File: src/rtl/fetch_controller_if.sv
// Loader and instruction-memory signals shared by the fetch controller and its environment.
interface fetch_controller_if;
  logic        load_valid;
  logic [31:0] load_data;
  logic        load_last;
  logic        load_ready;
  logic [31:0] imem_addr;
  logic        imem_we;
  logic [31:0] imem_wdata;
  logic [31:0] imem_rdata;

  modport master (
    input  load_valid, load_data, load_last, imem_rdata,
    output load_ready, imem_addr, imem_we, imem_wdata
  );

  modport slave (
    output load_valid, load_data, load_last, imem_rdata,
    input  load_ready, imem_addr, imem_we, imem_wdata
  );
endinterface

File: src/rtl/fetch_controller.sv
// Loads an image into instruction memory, then streams pc/instr with 1-cycle fetch latency.
// Stall holds the current fetch; a redirect inserts one bubble; bad fetch addresses halt until reset.
module fetch_controller #(
  parameter logic [31:0] RESET_PC = 32'h0000_0000,
  parameter int unsigned DEPTH    = 32
) (
  input  logic               clk,
  input  logic               reset,
  input  logic               start,
  input  logic               halt,
  fetch_controller_if.master bus,
  input  logic               stall,
  input  logic               redirect,
  input  logic [31:0]        redirect_pc,
  output logic [31:0]        pc,
  output logic [31:0]        instr,
  output logic               instr_valid,
  output logic               fault,
  output logic [1:0]         state
);
  typedef enum logic [1:0] {IDLE = 2'd0, LOAD = 2'd1, RUN = 2'd2, HALT = 2'd3} state_t;

  localparam logic [31:0] LAST_IDX = 32'(DEPTH - 1);
  localparam logic [31:0] DEPTH_W  = 32'(DEPTH);

  state_t      cur_state, nxt_state;
  logic [31:0] load_cnt;
  logic [31:0] fetch_addr;
  logic        accept;
  logic        load_done;
  logic        bad_addr;

  // Reset masks acceptance so an aborted load never writes on the reset cycle.
  assign accept    = (cur_state == LOAD) && bus.load_valid && !reset;
  assign load_done = accept && (bus.load_last || (load_cnt == LAST_IDX));
  assign bad_addr  = ({2'b00, fetch_addr[31:2]} >= DEPTH_W) || (fetch_addr[1:0] != 2'b00);
  assign state     = cur_state;

  always_ff @(posedge clk) begin
    if (reset) begin
      cur_state <= IDLE;
    end else begin
      cur_state <= nxt_state;
    end
  end

  always_comb begin
    nxt_state = cur_state;
    case (cur_state)
      IDLE: begin
        if (bus.load_valid) begin
          nxt_state = LOAD;
        end else if (start) begin
          nxt_state = RUN;
        end
      end
      LOAD: begin
        if (load_done) begin
          nxt_state = IDLE;
        end
      end
      RUN: begin
        if (halt) begin
          nxt_state = IDLE;
        end else if (!redirect && bad_addr) begin
          nxt_state = HALT;
        end
      end
      default: nxt_state = HALT;
    endcase
  end

  always_comb begin
    bus.load_ready = 1'b0;
    bus.imem_we    = 1'b0;
    bus.imem_wdata = 32'h0;
    bus.imem_addr  = {2'b00, fetch_addr[31:2]};
    if (cur_state == LOAD) begin
      bus.load_ready = !reset;
      bus.imem_we    = accept;
      bus.imem_wdata = accept ? bus.load_data : 32'h0;
      bus.imem_addr  = load_cnt;
    end
  end

  always_ff @(posedge clk) begin
    if (reset) begin
      pc          <= RESET_PC;
      instr       <= 32'h0;
      instr_valid <= 1'b0;
      fault       <= 1'b0;
      load_cnt    <= 32'h0;
      fetch_addr  <= RESET_PC;
    end else begin
      case (cur_state)
        IDLE: begin
          instr_valid <= 1'b0;
          if (bus.load_valid) begin
            load_cnt <= 32'h0;
          end else if (start) begin
            fetch_addr <= RESET_PC;
          end
        end
        LOAD: begin
          if (accept) begin
            load_cnt <= load_cnt + 32'd1;
          end
        end
        RUN: begin
          // Priority: halt, redirect, bad address, stall, normal fetch.
          if (halt) begin
            instr_valid <= 1'b0;
          end else if (redirect) begin
            fetch_addr  <= redirect_pc;
            instr_valid <= 1'b0;
          end else if (bad_addr) begin
            fault       <= 1'b1;
            instr_valid <= 1'b0;
          end else if (!stall) begin
            instr       <= bus.imem_rdata;
            pc          <= fetch_addr;
            instr_valid <= 1'b1;
            fetch_addr  <= fetch_addr + 32'd4;
          end
        end
        default: instr_valid <= 1'b0;
      endcase
    end
  end
endmodule

File: src/flat_wrapper.sv
// flat-port wrapper written by rule: the top's interface ports become plain ports
module fetch_controller_flat 
#(
  parameter logic [31:0] RESET_PC = 32'h0000_0000,
  parameter int unsigned DEPTH    = 32
)
  (clk, reset, start, halt, stall, redirect, redirect_pc, pc, instr, instr_valid, fault, state, bus_load_valid, bus_load_data, bus_load_last, bus_imem_rdata, bus_load_ready, bus_imem_addr, bus_imem_we, bus_imem_wdata);
  fetch_controller_if bus_i ();
  input  logic clk;
  input  logic reset;
  input  logic start;
  input  logic halt;
  input  logic stall;
  input  logic redirect;
  input  logic [31:0] redirect_pc;
  output logic [31:0] pc;
  output logic [31:0] instr;
  output logic instr_valid;
  output logic fault;
  output logic [1:0] state;
  input wire logic [$bits(bus_i.load_valid)-1:0] bus_load_valid;
  input wire logic [$bits(bus_i.load_data)-1:0] bus_load_data;
  input wire logic [$bits(bus_i.load_last)-1:0] bus_load_last;
  input wire logic [$bits(bus_i.imem_rdata)-1:0] bus_imem_rdata;
  output wire logic [$bits(bus_i.load_ready)-1:0] bus_load_ready;
  output wire logic [$bits(bus_i.imem_addr)-1:0] bus_imem_addr;
  output wire logic [$bits(bus_i.imem_we)-1:0] bus_imem_we;
  output wire logic [$bits(bus_i.imem_wdata)-1:0] bus_imem_wdata;
  assign bus_i.load_valid = bus_load_valid;
  assign bus_i.load_data = bus_load_data;
  assign bus_i.load_last = bus_load_last;
  assign bus_i.imem_rdata = bus_imem_rdata;
  assign bus_load_ready = bus_i.load_ready;
  assign bus_imem_addr = bus_i.imem_addr;
  assign bus_imem_we = bus_i.imem_we;
  assign bus_imem_wdata = bus_i.imem_wdata;
  fetch_controller #(.RESET_PC(RESET_PC), .DEPTH(DEPTH)) u_core (.clk(clk), .reset(reset), .start(start), .halt(halt), .bus(bus_i), .stall(stall), .redirect(redirect), .redirect_pc(redirect_pc), .pc(pc), .instr(instr), .instr_valid(instr_valid), .fault(fault), .state(state));
endmodule
File: config.mk
export PLATFORM = sky130hd
export DESIGN_NAME = fetch_controller_flat
export DESIGN_NICKNAME = d
export VERILOG_FILES = /design/src/rtl/fetch_controller_if.sv /design/src/rtl/fetch_controller.sv /design/src/flat_wrapper.sv
export SDC_FILE = /design/constraint.sdc
export NUM_CORES = 1
export LEC_CHECK = 0
export CAP_MARGIN = 5
export CORE_UTILIZATION = 48
export CTS_CLUSTER_DIAMETER = 60
export CTS_CLUSTER_SIZE = 40
export DETAILED_ROUTE_END_ITERATION = 10
export PLACE_DENSITY_LB_ADDON = 0.25
export SYNTH_ARGS = -nofsm -noshare
export SYNTH_HDL_FRONTEND = slang
export SYNTH_SLANG_ARGS = --single-unit
File: constraint.sdc
create_clock -name clk -period 4.45 [get_ports clk]
set_input_delay 0.445 -clock clk [delete_from_list [all_inputs] [get_ports clk]]
set_output_delay 0.445 -clock clk [all_outputs]
set_load 0.01 [all_outputs]
==> summary.txt <==
Place
  – IO Port Bufs: 237
  – GP Congestion: 0.854
  – Post-DP HPWL: 12.7 mm

Cells and area
  – Fill cell count: 997
  – Antenna Cells: 0
  – FF/Latch Area: 0.00264 mm2
  – Layout cell share with drive strength beyond 1: 6.62%
  – Nets@finish: 1046
  – Area of the multi-input gates: 0.00323 mm2
  – Area growth syn-to-layout: 48.2%

Worst setup path
  – Worst EP required: 4010 ps
  – CP delay by family, top: simple AND/OR/NAND/NOR gates
  – Maximum fanout along the worst path: 35
  – Startpoint Class: flop
  – CP Cell Sequence: nor2b_2 > and3_1 > and2_1 > clkdlybuf4s50_1
  – CP Depth: 4
  – CP Buf/Inv Count: 1
  – CP peak stage delay: 760 ps
  – CP arrival: 2890 ps
  – Crit path kind: flop to primary output
  – CP Capture Type: primary output
  – Worst reg-to-reg path cell count: 5
  – Critical path's slowest cell: and3_1

Logic synthesis
  – Syn Area/Cell: 8.53 um2
  – Number of synthesized flops with an enable pin: 0
  – Post-synthesis sequential area ratio: 42.6%
  – Mapped Cells: 727
  – Synthesis-stage register bit count: 132
  – Synth Net Count: 834
  – Synth cell types: 55
  – Post-synth ARST share: 0%
  – Post-synthesis cell area: 0.00620 mm2
  – Synth Warn #: 0
  – Top FF cell, synth: dfxtp_1

Power
  – VDD IR-drop max: 235 uV
  – Pwr/cell area: 319 mW/mm2
  – Leak: 0.00331 uW

STA
  – Period utilization: 74.8%
  – Measured slew at the worst slew-check pin: 1190 ps
  – Setup_tns: 0 ps
  – Relative slew slack: 20.8%
  – Tmin final: 3330 ps
  – Maximum clock frequency: 300 MHz
  – Final Skew: 5.74 ps
  – Hold Slack: 445 ps
  – Setup-failing EPs final: 0
  – Final Hold Vio Count: 0
  – RSZ-0062 raised after global routing: false
  – Max Slew Vio Count: 0

Global route
  – First-pass GRT wire length: 27.5 mm
  – Initial antenna violation count: 0
  – Number of global-route vias before repair: 5501
  – Total GRT Usage: 26.6%
  – Largest net degree at the start of global routing: 44
  – Total gr overflow: 0

Route
  – DRT Pass-1 Iters: 5
  – Wirelength per Cell: 15.9 um
  – DRT iter0 DRCs: 358
  – Routed Antenna Nets: 0
  – Final wirelength: 17.9 mm
  – Via Count: 5884
  – Vias/cell: 5.23
  – Drc violations: 0

Die
  – Num rows: 41
  – Die Height: 116 um
  – Top Ports: 238
  – Die area: 0.0134 mm2
  – Die X: 116 um
  – Initial Utilization: 49.1%
  – CORE AREA: 0.0126 mm2

CTS
  – Post-CTS sizing: 0
  – Post-CTS Setup Bufs: 0
  – CTS max path bufs: 2
  – Clock Root Buffer: clkbuf_16
  – Hold Buf Count CTS: 0
  – Clk_lat worst skew: 420 ps
  – TritonCTS buffer count: 17
  – CTS tree: done
  – Clock-pin slew on the worst setup and hold paths: 60 ps
  – H-tree depth: 4
  – Clk sinks: 132

Flow run
  – Total of max-cap violations: 0

Min path
  – Worst hold stages: 4
  – Worst hold path type: input pin to flop

Outcome
  – Status: finished, final reports clean
==> through the flow <==
stage	instance area, um2	instances	setup WS (ps)	power [uW]	utilization [%]
floorplan	6200	727	2350	1360	-
global placement	8570	1092	918	1510	67.9
detailed placement	8570	1092	868	1510	67.9
CTS	9190	1124	1110	2940	72.9
global route	9190	1124	893	3020	72.9
finish	9190	1124	1120	2930	72.9
==> placed cells by master, fill, tap and decap left out, drive strengths merged, types with 2 or more instances in the layout <==
cell type | netlist | final
nor3 | 11 | 11
and3 | 4 | 4
inv | 12 | 12
a2111o | 2 | 2
nand2 | 107 | 107
or3 | 9 | 9
buf | 16 | 9
bufinv | 0 | 3
a21oi | 19 | 19
xor2 | 7 | 7
dfxtp | 132 | 132
nor4b | 3 | 3
nor2 | 82 | 82
and2 | 63 | 63
clkdlybuf4s50 | 0 | 236
mux2i | 38 | 38
or3b | 2 | 2
nand2b | 5 | 5
and4 | 5 | 5
nor4 | 27 | 27
a211oi | 2 | 2
o2111ai | 3 | 3
nand3 | 15 | 15
nor2b | 4 | 4
a22oi | 5 | 5
clkinvlp | 0 | 3
nor3b | 8 | 8
o211ai | 2 | 2
a31o | 8 | 8
clkinv | 0 | 6
a32o | 2 | 2
ha | 3 | 3
o31ai | 2 | 2
a22o | 11 | 11
xnor2 | 23 | 23
o21ai | 35 | 35
clkbuf | 36 | 20
nand4 | 14 | 14
==> worst register-to-register path: stages (launching register included) <==
cell     delay, ps
dfxtp_1        430
or3b_1         480
a211o_1        310
o31ai_4        940
nor2_1         460
a22o_1         350
==> logic make-up after synthesis <==
group | after synthesis | share of synthesized area (%)
adders and majority gates | 3 | 0.605
and+or+nand+nor | 363 | 30.4
muxes | 39 | 6.31
buffers and inverters | 64 | 5.35
DFF | 132 | 42.6
AOI/OAI and AO/OA | 96 | 10.5
xor gates and xnor gates | 30 | 4.24
==> report_power, final <==
group	internal (uW)	total, uW	switching, uW	leakage [uW]
sequential	1190	1210	17.1	0.00106
combinational	145	282	136	0.00194
clock	924	1440	516	0.000298
total	2260	2930	669	0.00331
==> area by class of cell <==
type / instances / share of cell area, %
timing repair buffer: 245 / 26.5
clock inverter: 12 / 1.67
clock buffer: 20 / 5.08
multi-input combinational: 531 / 35.1
tap: 172 / 2.34
inverter: 12 / 0.490
sequential: 132 / 28.7
==> synth_stat cells (all sizes together), types with 9 or more instances <==
cell type | count | area, um2
dfxtp | 132 | 2640
nand2 | 107 | 402
nor2 | 82 | 308
and2 | 63 | 394
mux2i | 38 | 380
clkbuf | 36 | 136
o21ai | 35 | 175
nor4 | 27 | 209
xnor2 | 23 | 201
a21oi | 19 | 95.1
buf | 16 | 150
nand3 | 15 | 75.1
nand4 | 14 | 93.8
inv | 12 | 45.0
a22o | 11 | 96.3
nor3 | 11 | 55.1
or3 | 9 | 56.3
==> sequential cells by signal, summed over array words and instances (netlist names) <==
| register | flops |
|---|---|
| u_core.instr | 32 |
| u_core.fault | 1 |
| u_core.instr_valid | 1 |
| u_core.pc | 32 |
| u_core.load_cnt | 32 |
| u_core.fetch_addr | 32 |
| u_core.state | 2 |
==> routing by layer <==
metal	track usage, %	routed length, um	part of all wire (%)	up-vias
met5	0	0	0	-
met1	34.5	7650	43	2693
li1	-	-	-	2918
met2	42.7	8480	47	250
met3	6.75	1420	8.0	23
met4	10.0	306	1.7	0
==> final timing paths <==
| kind | start | end | slack, ps |
|---|---|---|---|
| max | u_core.state[0] | bus_imem_wdata[28] | 1120 |
| min | reset | u_core.fetch_addr[4] | 450 |
| max reg2reg | u_core.state[1] | u_core.fetch_addr[27] | 1370 |
| min reg2reg | u_core.fault | u_core.fault | 450 |
No activity file was read; power rests on OpenSTA's default activity.
